`src/rtl/instr_mem_writer_if.sv`:
```
// Instruction handshake bundle between the program loader (master) and
// instr_mem_writer (slave).
//   in_valid : master -> slave, instruction fields below are valid
//   in_ready : slave -> master, writer can take an instruction this cycle
//   icode, ifun, rA, rB : 4-bit decoded instruction fields
//   valC     : DATA_WID-bit constant field
interface instr_mem_writer_if #(
  parameter int unsigned DATA_WID = 32
);

  logic                in_valid;
  logic                in_ready;
  logic [3:0]          icode;
  logic [3:0]          ifun;
  logic [3:0]          rA;
  logic [3:0]          rB;
  logic [DATA_WID-1:0] valC;

  modport master (
    output in_valid,
    output icode,
    output ifun,
    output rA,
    output rB,
    output valC,
    input  in_ready
  );

  modport slave (
    input  in_valid,
    input  icode,
    input  ifun,
    input  rA,
    input  rB,
    input  valC,
    output in_ready
  );

endinterface

```
`src/rtl/instr_mem_writer.sv`:
```
// Serialises one decoded Y86 instruction per handshake into a byte-wide
// memory write port at an auto-incrementing address, using the same byte
// layout the fetch stage decodes: {icode,ifun}, {rA,rB}, valC LSB first.
//
// Ports:
//   clk, rst   : rising-edge clock, synchronous active-high reset
//   addr_load  : load write pointer from load_addr (IDLE only)
//   load_addr  : new write-pointer value
//   in_if      : instruction handshake (slave side)
//   mem_we     : byte write strobe
//   mem_addr   : byte address
//   mem_data   : byte value
//   done       : pulse on the last byte of an instruction
//   err        : pulse one cycle after an invalid icode is accepted
//   next_pc    : current write pointer
module instr_mem_writer #(
  parameter int unsigned DATA_WID = 32,
  parameter int unsigned ADDR_WID = 32
) (
  input  logic                clk,
  input  logic                rst,
  input  logic                addr_load,
  input  logic [ADDR_WID-1:0] load_addr,
  instr_mem_writer_if.slave   in_if,
  output logic                mem_we,
  output logic [ADDR_WID-1:0] mem_addr,
  output logic [7:0]          mem_data,
  output logic                done,
  output logic                err,
  output logic [ADDR_WID-1:0] next_pc
);

  localparam int unsigned N_CONST = DATA_WID / 8;
  localparam int unsigned MAX_LEN = 2 + N_CONST;
  localparam int unsigned IDX_W   = $clog2(MAX_LEN + 1);

  typedef enum logic {
    IDLE = 1'b0,
    EMIT = 1'b1
  } state_t;

  state_t              state;
  logic [ADDR_WID-1:0] wr_ptr;
  logic [IDX_W-1:0]    idx;
  logic [IDX_W-1:0]    len_q;
  logic [3:0]          icode_q;
  logic [3:0]          ifun_q;
  logic [3:0]          ra_q;
  logic [3:0]          rb_q;
  logic [DATA_WID-1:0] valc_q;

  logic [IDX_W-1:0]    in_len_c;
  logic                last_c;

  // Encoded length in bytes; zero marks an invalid icode.
  function automatic logic [IDX_W-1:0] len_of(input logic [3:0] ic);
    logic [IDX_W-1:0] l;
    case (ic)
      4'h0, 4'h1, 4'h9:       l = IDX_W'(1);
      4'h2, 4'h6, 4'hA, 4'hB: l = IDX_W'(2);
      4'h7, 4'h8:             l = IDX_W'(1 + N_CONST);
      4'h3, 4'h4, 4'h5:       l = IDX_W'(2 + N_CONST);
      default:                l = '0;
    endcase
    return l;
  endfunction

  // jXX and call carry valC directly after byte 0 with no register byte.
  function automatic logic has_reg_byte(input logic [3:0] ic);
    return !((ic == 4'h7) || (ic == 4'h8));
  endfunction

  // Byte k of the encoded instruction.
  function automatic logic [7:0] byte_at(
    input logic [3:0]          ic,
    input logic [3:0]          fn,
    input logic [3:0]          ra,
    input logic [3:0]          rb,
    input logic [DATA_WID-1:0] c,
    input logic [IDX_W-1:0]    k
  );
    logic [IDX_W-1:0] j;
    logic [7:0]       b;
    j = '0;
    if (k == '0) begin
      b = {ic, fn};
    end else if (has_reg_byte(ic) && (k == IDX_W'(1))) begin
      b = {ra, rb};
    end else begin
      j = has_reg_byte(ic) ? (k - IDX_W'(2)) : (k - IDX_W'(1));
      b = 8'(c >> (8 * j));
    end
    return b;
  endfunction

  assign in_len_c = len_of(in_if.icode);
  assign last_c   = (idx == (len_q - IDX_W'(1)));

  // Ready only in IDLE and never while reset is held.
  assign in_if.in_ready = (state == IDLE) && !rst;

  // The write pointer is the live address during EMIT and the next free
  // address otherwise.
  assign mem_addr = wr_ptr;
  assign next_pc  = wr_ptr;

  // Control FSM, pointer, latched fields and registered byte outputs.
  always_ff @(posedge clk) begin
    if (rst) begin
      state    <= IDLE;
      wr_ptr   <= '0;
      idx      <= '0;
      len_q    <= '0;
      icode_q  <= '0;
      ifun_q   <= '0;
      ra_q     <= '0;
      rb_q     <= '0;
      valc_q   <= '0;
      mem_we   <= 1'b0;
      mem_data <= '0;
      done     <= 1'b0;
      err      <= 1'b0;
    end else begin
      mem_we <= 1'b0;
      done   <= 1'b0;
      err    <= 1'b0;
      case (state)
        IDLE: begin
          // A load in the accept cycle lands first, so the instruction
          // starts at load_addr.
          if (addr_load) begin
            wr_ptr <= load_addr;
          end
          if (in_if.in_valid) begin
            if (in_len_c == '0) begin
              err <= 1'b1;
            end else begin
              icode_q  <= in_if.icode;
              ifun_q   <= in_if.ifun;
              ra_q     <= in_if.rA;
              rb_q     <= in_if.rB;
              valc_q   <= in_if.valC;
              len_q    <= in_len_c;
              idx      <= '0;
              state    <= EMIT;
              mem_we   <= 1'b1;
              mem_data <= byte_at(in_if.icode, in_if.ifun, in_if.rA,
                                  in_if.rB, in_if.valC, '0);
              done     <= (in_len_c == IDX_W'(1));
            end
          end
        end
        EMIT: begin
          wr_ptr <= wr_ptr + ADDR_WID'(1);
          if (last_c) begin
            state <= IDLE;
          end else begin
            idx      <= idx + IDX_W'(1);
            mem_we   <= 1'b1;
            mem_data <= byte_at(icode_q, ifun_q, ra_q, rb_q, valc_q,
                                idx + IDX_W'(1));
            done     <= ((idx + IDX_W'(1)) == (len_q - IDX_W'(1)));
          end
        end
        default: begin
          state <= IDLE;
        end
      endcase
    end
  end

endmodule

```
`src/flat_wrapper.sv`:
```
// flat-port wrapper written by rule: the top's interface ports become plain ports
module instr_mem_writer_flat 
#(
  parameter int unsigned DATA_WID = 32,
  parameter int unsigned ADDR_WID = 32
)
  (clk, rst, addr_load, load_addr, mem_we, mem_addr, mem_data, done, err, next_pc, in_if_in_valid, in_if_icode, in_if_ifun, in_if_rA, in_if_rB, in_if_valC, in_if_in_ready);
  instr_mem_writer_if #(.DATA_WID(DATA_WID)) in_if_i ();
  input  logic clk;
  input  logic rst;
  input  logic addr_load;
  input  logic [ADDR_WID-1:0] load_addr;
  output logic mem_we;
  output logic [ADDR_WID-1:0] mem_addr;
  output logic [7:0] mem_data;
  output logic done;
  output logic err;
  output logic [ADDR_WID-1:0] next_pc;
  input wire logic [$bits(in_if_i.in_valid)-1:0] in_if_in_valid;
  input wire logic [$bits(in_if_i.icode)-1:0] in_if_icode;
  input wire logic [$bits(in_if_i.ifun)-1:0] in_if_ifun;
  input wire logic [$bits(in_if_i.rA)-1:0] in_if_rA;
  input wire logic [$bits(in_if_i.rB)-1:0] in_if_rB;
  input wire logic [$bits(in_if_i.valC)-1:0] in_if_valC;
  output wire logic [$bits(in_if_i.in_ready)-1:0] in_if_in_ready;
  assign in_if_i.in_valid = in_if_in_valid;
  assign in_if_i.icode = in_if_icode;
  assign in_if_i.ifun = in_if_ifun;
  assign in_if_i.rA = in_if_rA;
  assign in_if_i.rB = in_if_rB;
  assign in_if_i.valC = in_if_valC;
  assign in_if_in_ready = in_if_i.in_ready;
  instr_mem_writer #(.DATA_WID(DATA_WID), .ADDR_WID(ADDR_WID)) u_core (.clk(clk), .rst(rst), .addr_load(addr_load), .load_addr(load_addr), .in_if(in_if_i), .mem_we(mem_we), .mem_addr(mem_addr), .mem_data(mem_data), .done(done), .err(err), .next_pc(next_pc));
endmodule
```
`config.mk`:
```
export PLATFORM = sky130hd
export DESIGN_NAME = instr_mem_writer_flat
export DESIGN_NICKNAME = d
export VERILOG_FILES = /design/src/rtl/instr_mem_writer_if.sv /design/src/rtl/instr_mem_writer.sv /design/src/flat_wrapper.sv
export SDC_FILE = /design/constraint.sdc
export NUM_CORES = 1
export LEC_CHECK = 0
export CAP_MARGIN = 20
export CORE_AREA = 2 2 115 117
export CTS_CLUSTER_SIZE = 20
export DETAILED_ROUTE_END_ITERATION = 8
export DIE_AREA = 0 0 117 119
export PLACE_DENSITY_LB_ADDON = 0.25
export SYNTH_ARGS = -nofsm -noshare
export SYNTH_HDL_FRONTEND = slang
export SYNTH_SLANG_ARGS = --single-unit
```
`constraint.sdc`:
```
create_clock -name clk -period 2.5 [get_ports clk]
set_clock_uncertainty 0.2 [all_clocks]
set_input_delay 0.375 -clock clk [delete_from_list [all_inputs] [get_ports clk]]
set_output_delay 0.375 -clock clk [all_outputs]
set_load 0.02 [all_outputs]
```
=== Word-level counts from Yosys, hierarchy flattened ===
Memory sizes are Yosys's and may differ from the RTL's.
Index checks and enable logic that the tools add are counted.
Widths: inputs -> output; s select.

* Eq/ne operators: 10
* Divide/modulo/power cells: 0
* Bitwise logic cells: 3
* Shift operators: 1
* $lt $le $gt $ge: 0
* Mux-type cells: 22
* $add $sub $neg: 5
* Multipliers: 0
* Reductions and logical operators: 10

{| class="wikitable"
|+ Operators by type and width
! operator !! number
|-
| $pmux 32 s2 || 1
|-
| $mux 8 || 5
|-
| $add 32x1->32 const B || 1
|-
| $mux 32 || 1
|-
| $shr 32x6->8 || 1
|-
| $pmux 8 s2 || 1
|-
| $mux 3 || 4
|-
| $ne 2x2->1 const B || 4
|-
| $mux 1 || 7
|-
| $eq 3x1->1 const B || 2
|-
| $eq 3x3->1 || 2
|-
| $logic_not 3->1 || 2
|-
| $pmux 3 s2 || 1
|-
| $reduce_and 3->1 || 2
|-
| $sub 3x1->3 const B || 2
|-
| $eq 4x3->1 const B || 1
|-
| $eq 4x4->1 const B || 1
|-
| $pmux 1 s2 || 2
|-
| $add 3x1->3 const B || 1
|-
| $not 1->1 || 3
|-
| $reduce_or 3->1 || 1
|-
| $sub 3x2->3 const B || 1
|-
| $logic_and 1x1->1 || 2
|-
| $logic_not 1->1 || 2
|-
| $logic_or 1x1->1 || 1
|}

* ROM bits: 48
* Output and inout bits: 76
* Bits of input ports: 84
* Flip-flop bits (word level): 97
* Logic and storage cells: 64
* Bits in writable memories: 0
* Memories: 1
* Bits in latches: 0

{| class="wikitable"
|+ Memories
! name !! depth !! width !! rd ports !! clocked after memory_dff !! wr ports !! line !! source
|-
| (name not given) || 16 || 3 || 1 || 0 || 0 || instr_mem_writer.sv:58 || <nowiki>case (ic)</nowiki>
|}

=== Logic depth before layout (Yosys ltp) ===
* Depth in word-level cells: 8
* Depth in mapped cells: 9
* Gate-level depth less buffers: 7

=== Least setup slack after synthesis ===
No wires, ideal clock.

* Kind: reg-to-reg
* Start: register u_core.idx[0]
* End: register u_core.mem_data[4]
* Cell stages (with the launch flop): 10
* Arrival time: 2.165 ns
* Buffers on the path: 2
* Data required time: 2.209 ns
* Setup slack: 0.044 ns
* Library setup time: 0.091 ns
* Cells stage by stage: dfxtp_1 > clkinv_1 > ha_1 > buf_2 > buf_1 > nor2_1 > o221ai_1 > o221a_2 > o211ai_1 > a311oi_1

* Longest elaborated chain between the ends: 8
* Elaborated cells between the ends (all ways): 15
* Classes of those cells: add/sub: 3; eq/ne: 3; shift: 1; mux: 5; reduce/logical: 3

{| class="wikitable"
|+ Ends and longest elaborated chain
! item !! line !! source
|-
| start, declared || instr_mem_writer.sv:44 || <nowiki>logic [IDX_W-1:0] idx;</nowiki>
|-
| start signal, assigned || instr_mem_writer.sv:158 || <nowiki>idx <= idx + IDX_W'(1);</nowiki>
|-
| $add 3x1->3 || instr_mem_writer.sv:161 || <nowiki>idx + IDX_W'(1));</nowiki>
|-
| $sub 3x2->3 / $sub 3x1->3 (equally long branches) || instr_mem_writer.sv:90 || <nowiki>j = has_reg_byte(ic) ? (k - IDX_W'(2)) : (k - IDX_W'(1));</nowiki>
|-
| $mux 3 || instr_mem_writer.sv:90 ||
|-
| $shr 32x6->8 || instr_mem_writer.sv:91 || <nowiki>b = 8'(c >> (8 * j));</nowiki>
|-
| $mux 8 || instr_mem_writer.sv:87 || <nowiki>end else if (has_reg_byte(ic) && (k == IDX_W'(1))) begin</nowiki>
|-
| $mux 8 || instr_mem_writer.sv:85 || <nowiki>if (k == '0) begin</nowiki>
|-
| $mux 8 || instr_mem_writer.sv:155 || <nowiki>if (last_c) begin</nowiki>
|-
| $pmux 8 s2 || instr_mem_writer.sv:127 || <nowiki>case (state)</nowiki>
|-
| end signal, assigned || instr_mem_writer.sv:147 || <nowiki>mem_data <= byte_at(in_if.icode, in_if.ifun, in_if.rA,</nowiki>
|-
| end signal, assigned || instr_mem_writer.sv:160 || <nowiki>mem_data <= byte_at(icode_q, ifun_q, ra_q, rb_q, valc_q,</nowiki>
|-
| end, declared || instr_mem_writer.sv:27 || <nowiki>output logic [7:0] mem_data,</nowiki>
|}

Several ways; a longest one is shown, not always the timed one. The select of a mux whose other input is x is not followed.
A chain may end at the register's enable or synchronous reset.

=== Worst setup path after layout ===
* Start: register u_core.idx[0]
* End: register u_core.mem_data[3]

Same word-level chain as after synthesis.

==> impl_metrics.env <==
export IMPL_status="complete, no violations"
export IMPL_hold_viol=0
export IMPL_crit_buf_inv=1
export IMPL_viasPerCell=5.694
export IMPL_cts_sinks=97
export IMPL_core_um2=12870
export IMPL_hpwl_mm=12.42
export IMPL_muxShareOfSynthArea=0.02576
export IMPL_path_depth=7
export IMPL_drt_iter0_drc=495
export IMPL_drc=0
export IMPL_finalInstanceArea_um2=7496
export IMPL_maxCapViolCount=0
export IMPL_synth_distinct_cells=68
export IMPL_cp_required_ns=2.54
export IMPL_place_ws_ns=0.09188
export IMPL_drive_gt1_frac=0.08907
export IMPL_synthSimpleGateAreaFrac=0.2419
export IMPL_clockRootBuffer="clkbuf_16"
export IMPL_die_area_um2=13920
export IMPL_cts_hold_buffers=0
export IMPL_syn2layout_area_growth_pct=36.59
export IMPL_yosysSeqAreaShare=0.3539
export IMPL_yosys_area_share_xor_xnor=0.01528
export IMPL_final_nets=926
export IMPL_startpoint_type="flop"
export IMPL_syn_avg_cell_area_um2=7.675
export IMPL_whs_path_depth=2
export IMPL_cp_data_arrival_time_ns=2.44
export IMPL_first_pass_iters=5
export IMPL_crit_family="simple AND/OR/NAND/NOR gates"
export IMPL_ctsHtreeMaxLevel=3
export IMPL_cts_setup_buffers=0
export IMPL_antenna_left=0
export IMPL_setup_viol=0
export IMPL_dp_cells=1002
export IMPL_cts_buffers_inserted=9
export IMPL_path_max_fanout=5
export IMPL_path_class="reg -> reg"
export IMPL_rsz0062_at_grt="false"
export IMPL_path_clk_slew_ns=0.06
export IMPL_grt_total_usage=0.2506
export IMPL_hold_ws_ns=0.2608
export IMPL_synth_compound_area_frac=0.2588
export IMPL_max_freq_mhz=415.8
export IMPL_synth_top_family_by_area="compound AO/OA/AOI/OAI gates"
export IMPL_min_period_over_period=0.9620
export IMPL_synth_area_um2=5488
export IMPL_instances_no_fill=1018
export IMPL_fp_dieW_um=117
export IMPL_via_count=5797
export IMPL_wirelength_mm=17.32
export IMPL_num_rows=42
export IMPL_synth_edf_count=0
export IMPL_clk_path_buf_depth=2
export IMPL_grt_pass1_vias=5465
export IMPL_report_final_slew_viol_count=0
export IMPL_synth_nets=804
export IMPL_numPortBuffers=159
export IMPL_clock_latency_ns=0.35
export IMPL_synth_seq_cells=97
export IMPL_gp_congestion=0.9613
export IMPL_cts_tree="done"
export IMPL_synthArstFlopShare=0
export IMPL_grt_max_degree=98
export IMPL_ir_drop_uv=384.7
export IMPL_cts_resized=0
export IMPL_n_antenna_cell=0
export IMPL_holdCritPathClass="reg -> reg"
export IMPL_tns_ns=0
export IMPL_yosys_warnings=0
export IMPL_final_cell_mix="clkdlybuf4s50_1 (158), nand2_1 (129), dfxtp_1 (96), a21oi_1 (70), nor2_1 (43)"
export IMPL_dpl_cell_area_um2=7201
export IMPL_antenna_found_initial=0
export IMPL_synthAdderAreaFrac=0.01140
export IMPL_period_needed_ns=2.405
export IMPL_die_h_um=119
export IMPL_wl_per_cell_um=17.01
export IMPL_power_density_nw_per_um2=571.3
export IMPL_layout_commonest_cell="clkdlybuf4s50_1"
export IMPL_r2r_cells=7
export IMPL_max_slew_margin_rel=0.5567
export IMPL_slowest_stage="or3b_2"
export IMPL_synthFlopType="dfxtp_1"
export IMPL_crit_path_end_kind="flop"
export IMPL_p_leak_uw=0.002667
export IMPL_grt_overflow_total=0
export IMPL_syn_inst=715
export IMPL_setup_ws_ns=0.09504
export IMPL_start_util=0.4262
export IMPL_tightest_slew_ns=0.6625
export IMPL_grt_pass1_wl_mm=27.68
export IMPL_io_pins=160
export IMPL_path_cells="clkinv_1 -> ha_1 -> or3b_2 -> a41oi_2 -> or2_4 -> o2111ai_1 -> a311oi_1"
export IMPL_critPathMaxStageDelay_ns=0.49
[kinds of logic (layout without fill, tap and decap cells)]
kind of cell / after synthesis / count (layout)
flops: 97 / 97
fa+ha+maj: 5 / 5
xor+xnor: 7 / 7
compound gates: 216 / 216
buf+inv: 98 / 225
simple gates: 278 / 278
mux: 14 / 14
[flip-flops by register name, indices dropped and copies added (netlist names), 3 cells and up]
register and cells:
u_core.icode_q 4, u_core.idx 3, u_core.ifun_q 4, u_core.len_q 3, u_core.mem_addr 32, u_core.mem_data 8, u_core.ra_q 4, u_core.rb_q 4
u_core.valc_q 32
[metal layers]
metal,up-vias,global-route usage,part of all wire
li1,2822,-,-
met1,2728,0.3222,0.43
met2,226,0.4191,0.49
met3,21,0.03817,0.057
met4,0,0.09632,0.021
met5,-,0,0
[cell usage after synthesis, types with 4 or more instances]
cell type / n / area share
a211oi_1: 9 / 0.012
a21o_1: 4 / 0.0055
a21oi_1: 71 / 0.065
a311oi_1: 15 / 0.024
a31oi_1: 29 / 0.033
and3_1: 13 / 0.015
buf_2: 9 / 0.0082
buf_4: 33 / 0.045
clkbuf_1: 45 / 0.031
dfxtp_1: 97 / 0.35
ha_1: 5 / 0.011
inv_1: 8 / 0.0055
mux2i_1: 13 / 0.024
nand2_1: 129 / 0.088
nand2b_1: 6 / 0.0068
nand3_1: 31 / 0.028
nand3b_1: 6 / 0.0082
nand4_1: 7 / 0.0080
nor2_1: 43 / 0.029
nor2b_1: 5 / 0.0057
nor3_1: 7 / 0.0064
nor4_1: 8 / 0.0091
o2111ai_1: 5 / 0.0080
o211ai_1: 7 / 0.0096
o21a_1: 4 / 0.0055
o21ai_0: 29 / 0.026
o21bai_1: 4 / 0.0055
o41ai_1: 12 / 0.019
or3_1: 6 / 0.0068
xnor2_1: 4 / 0.0064
[through the flow]
stage                     total power [uW]    util
final                                 4283  0.5822
after global routing                  4476  0.5822
after CTS                             4300  0.5821
after detailed placement              2928  0.5593
after global placement                2910  0.5593
after floorplan                       2436       -
[where the power goes]
part / leakage (uW) / switching, uW / total [uW] / internal (uW)
Clock: 0.000149 / 596 / 1380 / 782
Combinational: 0.00172 / 575 / 1120 / 542
Sequential: 0.000798 / 128 / 1790 / 1660
Total: 0.00267 / 1300 / 4280 / 2980
[cell type report]
type                       count  area (um2)
inverter                       9       33.78
timing repair buffer         200        1944
tap                          176       220.2
clock inverter                 2       10.01
multi-input combinational    520        3060
clock buffer                  14       284.0
fill                        1180        5379
sequential                    97        1943
[worst paths after layout]
path	startpoint	end	slack, ns
max reg2reg	u_core.idx[0]	u_core.mem_data[3]	0.1
max	u_core.idx[0]	u_core.mem_data[3]	0.1
min	u_core.ifun_q[0]	u_core.ifun_q[0]	0.26
min reg2reg	u_core.ifun_q[0]	u_core.ifun_q[0]	0.26
[worst reg2reg max path, stage by stage, from the launching register on]
cell       delay [ns]
dfxtp_1          0.36
clkinv_1         0.10
ha_1             0.35
or3b_2           0.49
a41oi_2          0.22
or2_4            0.17
o2111ai_1        0.10
a311oi_1         0.29
Note: power is estimated with default switching activity, not from simulation.
